File: src/rtl/adc_lvds_pkg.sv
// Shared types and defaults for the LVDS ADC receiver frame-alignment logic.
// Counter widths are derived with cnt_w(): clog2 of the counter's max value plus 1.
package adc_lvds_pkg;

    typedef enum logic [2:0] {
        IDLE,
        RST,
        SETTLE,
        CHECK,
        SLIP,
        LOCKED,
        FAIL
    } align_state_t;

    localparam int C_DefFrmBits      = 8;
    localparam int C_DefRstCycles    = 4;
    localparam int C_DefSettleCycles = 4;
    localparam int C_DefMatchCount   = 16;
    localparam int C_DefLossThresh   = 4;

    function automatic int cnt_w(input int max_val);
        return $clog2(max_val) + 1;
    endfunction

endpackage

File: src/rtl/adc_align_timer.sv
// Loadable down-counter with count enable; done while the count sits at zero.
module adc_align_timer #(
    parameter int C_Width = 3
) (
    input  logic               SysClk,
    input  logic               SysRst,
    input  logic               load,
    input  logic [C_Width-1:0] load_val,
    input  logic               cnt_en,
    output logic               done
);

    logic [C_Width-1:0] cnt;

    always_ff @(posedge SysClk or negedge SysRst) begin
        if (!SysRst) begin
            cnt <= '0;
        end else if (load) begin
            cnt <= load_val;
        end else if (cnt_en && (cnt != '0)) begin
            cnt <= cnt - 1'b1;
        end
    end

    assign done = (cnt == '0);

endmodule

File: src/rtl/adc_frame_align_ctrl.sv
// Frame-alignment sequencer: resets the ISERDES bank, bit-slips until the FCLK
// word matches the frame pattern, then watches for loss of framing.
module adc_frame_align_ctrl
    import adc_lvds_pkg::*;
#(
    parameter int                   C_FrmBits      = C_DefFrmBits,
    parameter logic [C_FrmBits-1:0] C_FrmPattern   = 8'hF0,
    parameter int                   C_RstCycles    = C_DefRstCycles,
    parameter int                   C_SettleCycles = C_DefSettleCycles,
    parameter int                   C_MatchCount   = C_DefMatchCount,
    parameter int                   C_LossThresh   = C_DefLossThresh
) (
    input  logic                             SysClk,
    input  logic                             SysRst,
    input  logic                             MmcmLocked,
    input  logic                             Start,
    input  logic [C_FrmBits-1:0]             FrmWord,
    input  logic                             FrmValid,
    output logic                             SerdesRst,
    output logic                             BitSlip,
    output logic                             Aligned,
    output logic                             AlignErr,
    output logic [$clog2(C_FrmBits+1)-1:0]   SlipCnt,
    output logic                             Busy
);

    localparam int C_SlipW  = $clog2(C_FrmBits + 1);
    localparam int C_MatchW = cnt_w(C_MatchCount);
    localparam int C_LossW  = cnt_w(C_LossThresh);
    localparam int C_TmrMax = (C_RstCycles > C_SettleCycles) ? C_RstCycles : C_SettleCycles;
    localparam int C_TmrW   = cnt_w(C_TmrMax);

    localparam logic [C_SlipW-1:0]  C_SlipLast   = C_SlipW'(C_FrmBits - 1);
    localparam logic [C_MatchW-1:0] C_MatchLast  = C_MatchW'(C_MatchCount - 1);
    localparam logic [C_LossW-1:0]  C_LossLast   = C_LossW'(C_LossThresh - 1);
    localparam logic [C_TmrW-1:0]   C_RstLoad    = C_TmrW'(C_RstCycles - 1);
    localparam logic [C_TmrW-1:0]   C_SettleLoad = C_TmrW'(C_SettleCycles - 1);

    align_state_t         state;
    align_state_t         state_nxt;
    logic [C_MatchW-1:0]  match_cnt;
    logic [C_LossW-1:0]   loss_cnt;
    logic                 frm_match;
    logic                 enter_rst;
    logic                 tmr_load;
    logic [C_TmrW-1:0]    tmr_load_val;
    logic                 tmr_en;
    logic                 tmr_done;

    function automatic int unsigned sat_inc(input int unsigned val, input int unsigned max_val);
        return (val >= max_val) ? max_val : val + 1;
    endfunction

    assign frm_match    = (FrmWord == C_FrmPattern);
    assign enter_rst    = (state_nxt == RST) && (state != RST);
    assign tmr_load     = (state_nxt != state) && ((state_nxt == RST) || (state_nxt == SETTLE));
    assign tmr_load_val = (state_nxt == RST) ? C_RstLoad : C_SettleLoad;
    assign tmr_en       = (state == RST) || ((state == SETTLE) && FrmValid);

    adc_align_timer #(
        .C_Width (C_TmrW)
    ) u_align_timer (
        .SysClk   (SysClk),
        .SysRst   (SysRst),
        .load     (tmr_load),
        .load_val (tmr_load_val),
        .cnt_en   (tmr_en),
        .done     (tmr_done)
    );

    // Losing Start or MMCM lock overrides any CHECK/LOCKED decision in the same cycle.
    always_comb begin
        state_nxt = state;
        if (!(Start && MmcmLocked)) begin
            state_nxt = IDLE;
        end else begin
            case (state)
                IDLE:   state_nxt = RST;
                RST:    if (tmr_done) state_nxt = SETTLE;
                SETTLE: if (FrmValid && tmr_done) state_nxt = CHECK;
                CHECK: begin
                    if (FrmValid) begin
                        if (frm_match) begin
                            if (match_cnt == C_MatchLast) state_nxt = LOCKED;
                        end else if (SlipCnt >= C_SlipLast) begin
                            state_nxt = FAIL;
                        end else begin
                            state_nxt = SLIP;
                        end
                    end
                end
                SLIP:   state_nxt = SETTLE;
                LOCKED: if (FrmValid && !frm_match && (loss_cnt == C_LossLast)) state_nxt = RST;
                FAIL:   state_nxt = FAIL;
                default: state_nxt = IDLE;
            endcase
        end
    end

    // Outputs are registered from the next state so they track the state register exactly.
    always_ff @(posedge SysClk or negedge SysRst) begin
        if (!SysRst) begin
            state     <= IDLE;
            SerdesRst <= 1'b1;
            BitSlip   <= 1'b0;
            Aligned   <= 1'b0;
            AlignErr  <= 1'b0;
            Busy      <= 1'b0;
            SlipCnt   <= '0;
            match_cnt <= '0;
            loss_cnt  <= '0;
        end else begin
            state     <= state_nxt;
            SerdesRst <= (state_nxt == IDLE) || (state_nxt == RST);
            BitSlip   <= (state_nxt == SLIP);
            Aligned   <= (state_nxt == LOCKED);
            Busy      <= state_nxt inside {RST, SETTLE, CHECK, SLIP};
            AlignErr  <= (state_nxt == FAIL) || (AlignErr && (state_nxt != RST));
            if (enter_rst) begin
                SlipCnt   <= '0;
                match_cnt <= '0;
                loss_cnt  <= '0;
            end else begin
                if ((state == CHECK) && (state_nxt == SLIP))
                    SlipCnt <= C_SlipW'(sat_inc(32'(SlipCnt), C_FrmBits - 1));
                if ((state == CHECK) && FrmValid)
                    match_cnt <= frm_match ? C_MatchW'(sat_inc(32'(match_cnt), C_MatchCount)) : '0;
                if (state != LOCKED)
                    loss_cnt <= '0;
                else if (FrmValid)
                    loss_cnt <= frm_match ? '0 : C_LossW'(sat_inc(32'(loss_cnt), C_LossThresh));
            end
        end
    end

endmodule
File: config.mk
export PLATFORM = sky130hd
export DESIGN_NAME = adc_frame_align_ctrl
export DESIGN_NICKNAME = d
export VERILOG_FILES = /design/src/rtl/adc_lvds_pkg.sv /design/src/rtl/adc_align_timer.sv /design/src/rtl/adc_frame_align_ctrl.sv
export SDC_FILE = /design/constraint.sdc
export NUM_CORES = 1
export LEC_CHECK = 0
export ABC_AREA = 1
export BUFFER_PORTS_ARGS = -buffer_cell sky130_fd_sc_hd__buf_4
export CAP_MARGIN = 10
export CORE_MARGIN = 2
export CORE_UTILIZATION = 35
export DETAILED_ROUTE_END_ITERATION = 8
export PLACE_DENSITY_LB_ADDON = 0.2
export SYNTH_ARGS = -nofsm -noshare
export SYNTH_HDL_FRONTEND = slang
export SYNTH_SLANG_ARGS = --single-unit
File: constraint.sdc
create_clock -name SysClk -period 2.01 [get_ports SysClk]
set_input_delay 0.1005 -clock SysClk [delete_from_list [all_inputs] [get_ports SysClk]]
set_output_delay 0.1005 -clock SysClk [all_outputs]
set_load 0.03 [all_outputs]
==> results.toml, run 1 <==
[floorplan]
floorplan.initialDensity = 0.3617
die_width_um = 68.06
die_height_um = 68.06
ioPinCount = 22
rows = 23
core_region_area_sq_um = 3971
floorplan.die_area_sq_um = 4632

[global_route]
grt_pass1_wl_mm = 4.885
pin_count_of_the_biggest_net_entering_global_routing = 24
combined_global_route_utilization_of_all_metal_layers = 0.1409
antenna_found_initial = 0
vias_in_the_first_global_route = 1096
global_route_overflow = 0

[routing]
detail_route.drc_violations = 0
routed_via_density = 4.623
number_of_nets_with_antenna_violations_after_detailed_routing = 0
totalWireLength_mm = 2.845
detailedRoute.firstIterationViolations = 43
routedWlPerCell_um = 10.62
via_count = 1239
firstDrtPassIters = 4

[critical_path]
crit-reg2reg-launch = "SlipCnt[1]"
regToRegEndpoint = "u_align_timer.cnt[1]"
r2r_setup_slack_ps = 190
endpoint_kind = "register"
critical_path_arrival_ps = 1970
timing_worst_setup_path_type = "register to register"
crit_required_ps = 2160
worstSetupStartpointType = "register"
ff2ff_path_depth = 12
crit_path_max_fanout = 5

[pwr]
vdd_ir_drop_max_mv = 0.4991
design_power_total_uw = 999.5
static-leakage-power_uw = 0.0009450
power.density_nw_per_um2 = 576.8

[synthesis]
postSynthAreaPerCell_sq_um = 7.520
synth-seq-cells = 23
synthDistinctLibCells = 27
synth.largest_area_cell = "dfrtp_1"
postSynthNetCount = 210
synth_sequential_area_ratio = 0.4016
syn-cell-area_sq_um = 1436
yosys.area.top_type_share = 0.3833
synth.yosys.warnings = 0
synth_instances = 191
synth.area.top_cells = "dfrtp_1, nand2_1, nand3_1"

[sta]
timing.final.max_slew_violations = 0
max_slew_margin = 0.7746
max_freq_mhz = 550.9
tightestPinTransition_ps = 337.8
fin_tns_setup_ps = 0
rsz_0062_raised_after_global_routing = "true"
final.period_utilization = 0.9031
report.final.setup_viol = 0
finClkSkew_ps = 5.821
period_minus_ws_final_ps = 1815
final_hold_viol_count = 0

[placement]
gp_congestion = 0.8614
io_buffers = 21
place.detailed.hpwl_mm = 2.152

[clock_network]
cts_sinks = 23
tritoncts = "built"
htree_levels = 1
clock_latency_ps = 270
cts-buffers-inserted = 3
clock_tree.buffer_depth = 2
cts.reportedPaths.clkPinSlew_ps = 90
ctsRootBufferMaster = "clkbuf_8"

[final_layout]
drive_gt1_frac = 0.2615
area_growth_pct = 20.64
nNetsFinal = 238
antenna_cells = 0

[outcome]
run_status = "finished, final reports clean"

[min_path]
hp-start = "FrmValid"
min_delay_path_depth = 4
worst_case_hold_path_end_point = "loss_cnt[0]"
holdCritPathClass = "input pin to register"

[job]
max_cap_violations = 0
repair_timing:
item / 4_1_cts / 5_1_grt
hold buffers: 1 / 0
gates resized for setup: 0 / 4
setup buffers: 0 / 1
hold endpoints to repair: 23 / 0
setup endpoints to repair: 0 / 10
power by group:
part	internal [uW]	switching (uW)	total, uW
sequential	491	14.4	505
clock	139	153	292
combinational	84.0	119	203
total	713	286	1000
per-stage QoR:
stage | area, sq um | hold WS (ps) | util | setup slack (ps) | std cells
after floorplan | 1436 | -195.1 | - | 160.1 | 191
after global placement | 1653 | 12.58 | 0.4162 | 39.37 | 262
after detailed placement | 1653 | 13.96 | 0.4162 | 44.73 | 262
after CTS | 1709 | 229.7 | 0.4304 | 21.87 | 267
after global routing | 1733 | 270.6 | 0.4364 | 1.401 | 268
final | 1733 | 232.6 | 0.4364 | 194.7 | 268
sequential cells by signal (all words and copies together) (netlist names):
register,flops
AlignErr,1
Aligned,1
BitSlip,1
Busy,1
SerdesRst,1
SlipCnt,4
loss_cnt,3
match_cnt,5
state,3
u_align_timer.cnt,3
cells by family after synthesis:
family          count (synthesis)  share of synthesized area
buf+inv                        38                     0.1098
fa+ha+maj                       6                    0.05226
compound gates                 17                    0.06445
xor+xnor                        3                    0.01830
flops                          23                     0.4016
simple gates                  104                     0.3537
cells in the mapped netlist (all sizes together):
cell / instances
nand2: 55
inv: 35
dfrtp: 22
nand3: 22
nor2: 16
o21ai: 11
ha: 6
nor3: 6
a21oi: 5
nand4: 4
xor2: 3
buf: 2
clkinv: 1
dfstp: 1
nand3b: 1
o211ai: 1
critical path, cell delays in order (launching register included):
cell and delay, ps:
dfrtp_1 400, ha_1 190, inv_1 50, o21ai_2 180
nand3_1 100, nand2_1 80, nand2_1 80, nand2_4 110
nand2_2 110, nand2_1 90, nand2_1 70, o21ai_1 180
nand2_1 60
cells in the final DEF, fill, tap and decap left out:
cell type / count
nand2_1: 49
inv_1: 25
buf_4: 24
dfrtp_1: 22
nand3_1: 18
nor2_1: 13
inv_2: 9
ha_1: 6
a21oi_1: 5
o21ai_0: 5
o21ai_1: 5
nand4_1: 4
nor3_1: 4
nor2_2: 3
nand2_2: 3
nand2_4: 3
nand3_2: 3
xor2_1: 3
clkbuf_8: 3
clkinv_2: 2
dfstp_2: 1
o21ai_2: 1
nor3_2: 1
inv_4: 1
nand3_4: 1
nor3_4: 1
nand3b_1: 1
o211ai_2: 1
dlygate4sd3_1: 1
per-layer routing:
| layer | part of all wire | track usage | wire, um | up-vias |
|---|---|---|---|---|
| met4 | 0.016 | 0.06000 | 46 | 0 |
| li1 | - | - | - | 662 |
| met2 | 0.45 | 0.2172 | 1293 | 17 |
| met3 | 0.029 | 0.01974 | 83 | 4 |
| met1 | 0.50 | 0.1973 | 1421 | 556 |
| met5 | 0 | 0 | 0 | - |
cell type report:
type / count / area (sq um)
repair buffers: 25 / 190.2
clock buffers: 3 / 41.29
well taps: 50 / 62.56
inverters: 36 / 138.9
flip-flops and latches: 23 / 576.8
multi-input cells: 130 / 718.2
clock inverters: 1 / 5.005
fillers: 411 / 2238
worst max path at each step:
| stage | slack, ps | start | cells after the start | endpoint |
|---|---|---|---|---|
| 5_1_grt | 1 | u_align_timer.cnt[1] | 13 | SlipCnt[2] |
| 3_3_place_gp | 40 | SlipCnt[0] | 12 | u_align_timer.cnt[0] |
| 6_report | 190 | SlipCnt[1] | 12 | u_align_timer.cnt[1] |
| 3_5_place_dp | 40 | SlipCnt[0] | 12 | u_align_timer.cnt[0] |
| 2_1_floorplan | 160 | SlipCnt[0] | 12 | u_align_timer.cnt[0] |
| 4_1_cts | 20 | SlipCnt[0] | 12 | u_align_timer.cnt[1] |
(Power assumes the default switching activity.)
==> inputs of run 2 (changes only) <==
--- a/config.mk
+++ b/config.mk
@@ -6,11 +6,11 @@
 export NUM_CORES = 1
 export LEC_CHECK = 0
 export ABC_AREA = 1
-export BUFFER_PORTS_ARGS = -buffer_cell sky130_fd_sc_hd__buf_4
 export CAP_MARGIN = 10
 export CORE_MARGIN = 2
-export CORE_UTILIZATION = 35
+export CORE_UTILIZATION = 62
 export DETAILED_ROUTE_END_ITERATION = 8
+export DONT_BUFFER_PORTS = 1
 export PLACE_DENSITY_LB_ADDON = 0.2
 export SYNTH_ARGS = -nofsm -noshare
 export SYNTH_HDL_FRONTEND = slang
==> run 2 against run 1 <==
  * Critical path depth rose by 3
  * Core utilization is 27 points higher
  * Clock skew increased by 4.7 ps
  * Wire length is 1.1% lower
  * Non-clock buffer count shrank 20
  * Largest power group unchanged
  * Global-route usage up 10 points
  * Worst hold slack got worse by 210 ps
  * Clock power shrank 29%
  * Sequential power grew 1%
  * Final area shrank 11%
  * Register-to-register slack got worse by 30 ps
==> results.toml, run 2 (synthesis results as in run 1) <==
[routing]
via_count = 1208
routedWlPerCell_um = 12.45
number_of_nets_with_antenna_violations_after_detailed_routing = 0
firstDrtPassIters = 4
detail_route.drc_violations = 0
totalWireLength_mm = 2.813
routed_via_density = 5.345
detailedRoute.firstIterationViolations = 17

[final_layout]
layout.core_utilization = 0.7036
layout_common_cells = "nand2_1, inv_1, dfrtp_1"
antenna_cells = 0
final_common_cell = "nand2_1"
largest_register_ff_count = 5
fin_area_sq_um = 1541
drive_gt1_frac = 0.1919
reg.largest.list = "match_cnt x5, SlipCnt x4"
fillerInstances = 204
top_register_by_number_of_flip_flops = "match_cnt"
nNetsFinal = 218
area_growth_pct = 7.317
area.sequential_sq_um = 576.8
area_taken_by_multi_input_logic_gates_sq_um = 723.2

[pwr]
p_int_uw = 619.6
static-leakage-power_uw = 0.0008409
reported_net_switching_power_uw = 263.7
p_comb_frac = 0.186
vdd_ir_drop_max_mv = 0.4521
switching_share = 0.2986
proportion_of_power_drawn_by_flip_flops_and_latches = 0.579
power.density_nw_per_um2 = 573.0
clock_power_share = 0.235

[floorplan]
floorplan.initialDensity = 0.6556
die_width_um = 52.13
core_region_area_sq_um = 2191
ioPinCount = 22
rows = 17
die_height_um = 52.13
floorplan.die_area_sq_um = 2718

[critical_path]
crit_path_max_fanout = 6
crit_required_ps = 2200
worstSetupStartpointType = "register"
timing.critical_path.to = "u_align_timer.cnt[0]"
launching_instance_or_port_of_the_critical_path = "u_align_timer.cnt[0]"
endpoint_kind = "register"
ff2ff_path_depth = 15
timing.critical_path.cells = "inv_1 -> ha_1 -> inv_1 -> nor2_2 -> nand3_1 -> nand2_1 -> nand2_1 -> inv_2 -> nand2_2 -> nand2_4 -> nand2_1 -> nand2_1 -> nand3_1 -> o21ai_1 -> nand2_1"
r2r_setup_slack_ps = 160
critical_path_arrival_ps = 2040
crit_slowest_cell = "dfrtp_1"
crit-reg2reg-launch = "u_align_timer.cnt[0]"
largest_stage_delay_on_the_critical_path_ps = 380
timing_worst_setup_path_type = "register to register"
crit_path_frequent_cell = "nand2_1"
regToRegEndpoint = "u_align_timer.cnt[0]"

[clock_network]
clock_tree.buffer_depth = 2
cts-buffers-inserted = 3
tritoncts = "built"
cts_sinks = 23
cts.reportedPaths.clkPinSlew_ps = 110
clock_latency_ps = 310
htree_levels = 1
ctsRootBufferMaster = "clkbuf_4"

[placement]
place.detailed.hpwl_mm = 2.137
postPlaceCellArea_sq_um = 1483
io_buffers = 0
gp_congestion = 0.8289

[min_path]
holdCritPathClass = "input pin to register"
min_delay_path_depth = 3

[sta]
final_hold_viol_count = 0
max_freq_mhz = 540.5
period_minus_ws_final_ps = 1850
tightestPinTransition_ps = 1057
timing.final.max_slew_violations = 0
max_slew_margin = 0.2928
finClkSkew_ps = 10.52
report.final.setup_viol = 0
final.period_utilization = 0.9204

[global_route]
antenna_found_initial = 0
grt_pass1_wl_mm = 4.892
global_route_overflow = 0
pin_count_of_the_biggest_net_entering_global_routing = 24
vias_in_the_first_global_route = 1184
combined_global_route_utilization_of_all_metal_layers = 0.2416

[outcome]
run_status = "finished, final reports clean"

[job]
max_cap_violations = 0
==> run 2: changes by cell type in the layout (fill, tap and decap cells not counted), sizes merged <==
cell,change
buf,-20
==> run 2: per-layer routing <==
layer | GRT usage | share of wire
met5 | 0 | 0
met4 | 0.06410 | 0.0092
met3 | 0.03736 | 0.041
met2 | 0.4241 | 0.51
met1 | 0.3096 | 0.44
==> run 2: layout make-up <==
class | count | area share
clock buffer | 3 | 0.01461
clock inverter | 1 | 0.003247
inverter | 36 | 0.09010
multi-input combinational | 130 | 0.4692
sequential | 23 | 0.3742
tap | 28 | 0.02273
timing repair buffer | 5 | 0.02597
==> run 2: worst min path at each step <==
stage	slack, ps	end	start
after floorplan	-200	AlignErr	SysRst
after global placement	-190	match_cnt[2]	SysRst
after global routing	30	loss_cnt[1]	FrmValid
after detailed placement	-190	match_cnt[2]	SysRst
after CTS	10	loss_cnt[1]	FrmValid
final	20	loss_cnt[1]	FrmValid
==> run 2: power by group through the flow <==
| stage | Sequential [uW] | Clock, uW | Combinational, uW |
|---|---|---|---|
| after floorplan | 516 | 0 | 129 |
| final | 512 | 207 | 164 |
| after detailed placement | 520 | 0 | 148 |
| after global routing | 514 | 235 | 191 |
| after global placement | 519 | 0 | 141 |
| after CTS | 511 | 215 | 159 |
==> run 2: metrics by stage <==
| stage | setup WS (ps) | total power, uW | std cells | hold slack [ps] | setup TNS (ps) |
|---|---|---|---|---|---|
| 6_report | 160.0 | 883.3 | 226 | 18.14 | 0 |
| 2_1_floorplan | 160.1 | 644.9 | 191 | -195.1 | 0 |
| 4_1_cts | 81.90 | 885.5 | 226 | 14.36 | 0 |
| 3_3_place_gp | 155.9 | 660.2 | 221 | -194.6 | 0 |
| 5_1_grt | -2.736 | 938.8 | 226 | 26.91 | -3.585 |
| 3_5_place_dp | 99.88 | 667.7 | 221 | -194.6 | 0 |
==> run 2: worst max-delay path, delay by kind of cell, from the launching register on <==
kind	cells	cell delay (ps)
and+or+nand+nor	10	840
DFF	1	380
buffers and inverters	3	200
AOI/OAI and AO/OA	1	180
adders and majority gates	1	150
==> run 2: what timing repair did <==
action	4_1_cts	5_1_grt
setup endpoints to repair	0	14
gates resized for setup	0	5
endpoints found under the hold margin	23	0
buffers inserted	0	0
hold buffers	1	0
==> inputs of run 3 (changes only) <==
--- a/config.mk
+++ b/config.mk
@@ -11,6 +11,7 @@
 export CORE_UTILIZATION = 62
 export DETAILED_ROUTE_END_ITERATION = 8
 export DONT_BUFFER_PORTS = 1
+export HOLD_SLACK_MARGIN = 0.03
 export PLACE_DENSITY_LB_ADDON = 0.2
 export SYNTH_ARGS = -nofsm -noshare
 export SYNTH_HDL_FRONTEND = slang
==> run 3 against run 2 <==
  * Final area is 0.65% higher
  * Sequential power hardly changed
  * Via count is 0.17% higher
  * Wire length is 0.43% higher
  * Non-clock buffer count is 1 higher
  * Total power is 0.23% higher
  * Critical path type unchanged
  * Largest power group unchanged
  * Highest routed layer unchanged
==> results.toml, run 3 (synthesis results as in run 1) <==
[outcome]
run_status = "finished, final reports clean"

[global_route]
antenna_found_initial = 0
vias_in_the_first_global_route = 1191
combined_global_route_utilization_of_all_metal_layers = 0.2428
pin_count_of_the_biggest_net_entering_global_routing = 24
grt_pass1_wl_mm = 4.912
global_route_overflow = 0

[pwr]
static-leakage-power_uw = 0.0008451
power.density_nw_per_um2 = 570.6
vdd_ir_drop_max_mv = 0.4521
design_power_total_uw = 885.3

[sta]
finClkSkew_ps = 10.83
timing.final.max_slew_violations = 0
final_hold_viol_count = 0
hold-worst-slack_ps = 187.2
period_minus_ws_final_ps = 1850
tightestPinTransition_ps = 1056
max_freq_mhz = 540.5
report.final.setup_viol = 0
final.period_utilization = 0.9204
final.setup.worst_slack_ps = 160.0
max_slew_margin = 0.2935

[routing]
via_count = 1210
firstDrtPassIters = 4
detail_route.drc_violations = 0
routedWlPerCell_um = 12.44
routed_via_density = 5.330
detailedRoute.firstIterationViolations = 16
totalWireLength_mm = 2.825
number_of_nets_with_antenna_violations_after_detailed_routing = 0

[placement]
preCtsSetupSlack_ps = 99.88
place.detailed.hpwl_mm = 2.137
gp_congestion = 0.8289
io_buffers = 0
postPlaceCellArea_sq_um = 1483

[floorplan]
core_region_area_sq_um = 2191
floorplan.die_area_sq_um = 2718
floorplan.initialDensity = 0.6556
die_height_um = 52.13
die_width_um = 52.13
rows = 17
ioPinCount = 22

[clock_network]
clock_tree.buffer_depth = 2
cts.reportedPaths.clkPinSlew_ps = 110
cts_setup_buffers = 0
cts-buffers-inserted = 3
cts_sinks = 23
clock_latency_ps = 310
ctsRootBufferMaster = "clkbuf_4"
htree_levels = 1
tritoncts = "built"

[final_layout]
nNetsFinal = 219
antenna_cells = 0
drive_gt1_frac = 0.1910
largest_register_ff_count = 5
final_common_cell = "nand2_1"
fin_area_sq_um = 1551
area_growth_pct = 8.014
layout_common_cells = "nand2_1, inv_1, dfrtp_1"
reg.largest.list = "match_cnt x5, SlipCnt x4"
top_register_by_number_of_flip_flops = "match_cnt"

[critical_path]
timing.critical_path.cells = "inv_1 -> ha_1 -> inv_1 -> nor2_2 -> nand3_1 -> nand2_1 -> nand2_1 -> inv_2 -> nand2_2 -> nand2_4 -> nand2_1 -> nand2_1 -> nand3_1 -> o21ai_1 -> nand2_1"
worstSetupStartpointType = "register"
crit_slowest_cell = "dfrtp_1"
launching_instance_or_port_of_the_critical_path = "u_align_timer.cnt[0]"
r2r_setup_slack_ps = 160
timing_worst_setup_path_type = "register to register"
crit_path_max_fanout = 6
crit-reg2reg-launch = "u_align_timer.cnt[0]"
ff2ff_path_depth = 15
crit_path_frequent_cell = "nand2_1"
regToRegEndpoint = "u_align_timer.cnt[0]"
crit_required_ps = 2200
largest_stage_delay_on_the_critical_path_ps = 380
timing.critical_path.to = "u_align_timer.cnt[0]"
critical_path_arrival_ps = 2040
endpoint_kind = "register"

[job]
max_cap_violations = 0

[min_path]
holdCritPathClass = "input pin to register"
==> run 3: area by class of cell <==
cell class / instances / area [sq um]
Clock buffer: 3 / 22.52
Inverter: 36 / 138.9
Tap cell: 28 / 35.03
Multi-Input combinational cell: 130 / 723.2
Sequential cell: 23 / 576.8
Clock inverter: 1 / 5.005
Timing Repair Buffer: 6 / 50.05
Fill cell: 202 / 639.4
==> run 3: stage by stage <==
stage / TNS (ps) / cells / utilization
after floorplan: 0 / 191 / -
after global placement: 0 / 221 / 0.6768
after detailed placement: 0 / 221 / 0.6768
after CTS: 0 / 227 / 0.6985
after global routing: -3.586 / 227 / 0.7082
final: 0 / 227 / 0.7082
==> run 3: critical path: cells and delay by family, from the launching register on <==
family | cells | cell delay [ps]
buf+inv | 3 | 200
fa+ha+maj | 1 | 150
flops | 1 | 380
compound gates | 1 | 180
simple gates | 10 | 840
==> run 3: worst min path at each step <==
| stage | start | end | cells past startpoint |
|---|---|---|---|
| floorplan | SysRst | AlignErr | 0 |
| global placement | SysRst | match_cnt[2] | 0 |
| detailed placement | SysRst | match_cnt[2] | 0 |
| CTS | FrmValid | Aligned | 5 |
| global route | FrmValid | state[0] | 5 |
| finish | FrmValid | u_align_timer.cnt[0] | 4 |
==> run 3: power breakdown <==
group	internal (uW)	leakage, uW	total, uW	switching [uW]
combinational	55.6	0.000519	166	110
clock	74.2	0.0000177	208	134
sequential	491	0.000309	512	20.6
==> run 3: timing repair <==
item | 4_1_cts | 5_1_grt
hold buffers | 2 | 0
setup endpoints to repair | 0 | 14
gates resized for setup | 0 | 5
endpoints found under the hold margin | 25 | 0
==> run 3: metal layers <==
layer / share of wire / vias to the layer above / GRT usage
met5: 0 / - / 0
met4: 0.0092 / 0 / 0.06410
met3: 0.038 / 4 / 0.03448
met2: 0.51 / 25 / 0.4262
met1: 0.44 / 570 / 0.3133
li1: - / 611 / -
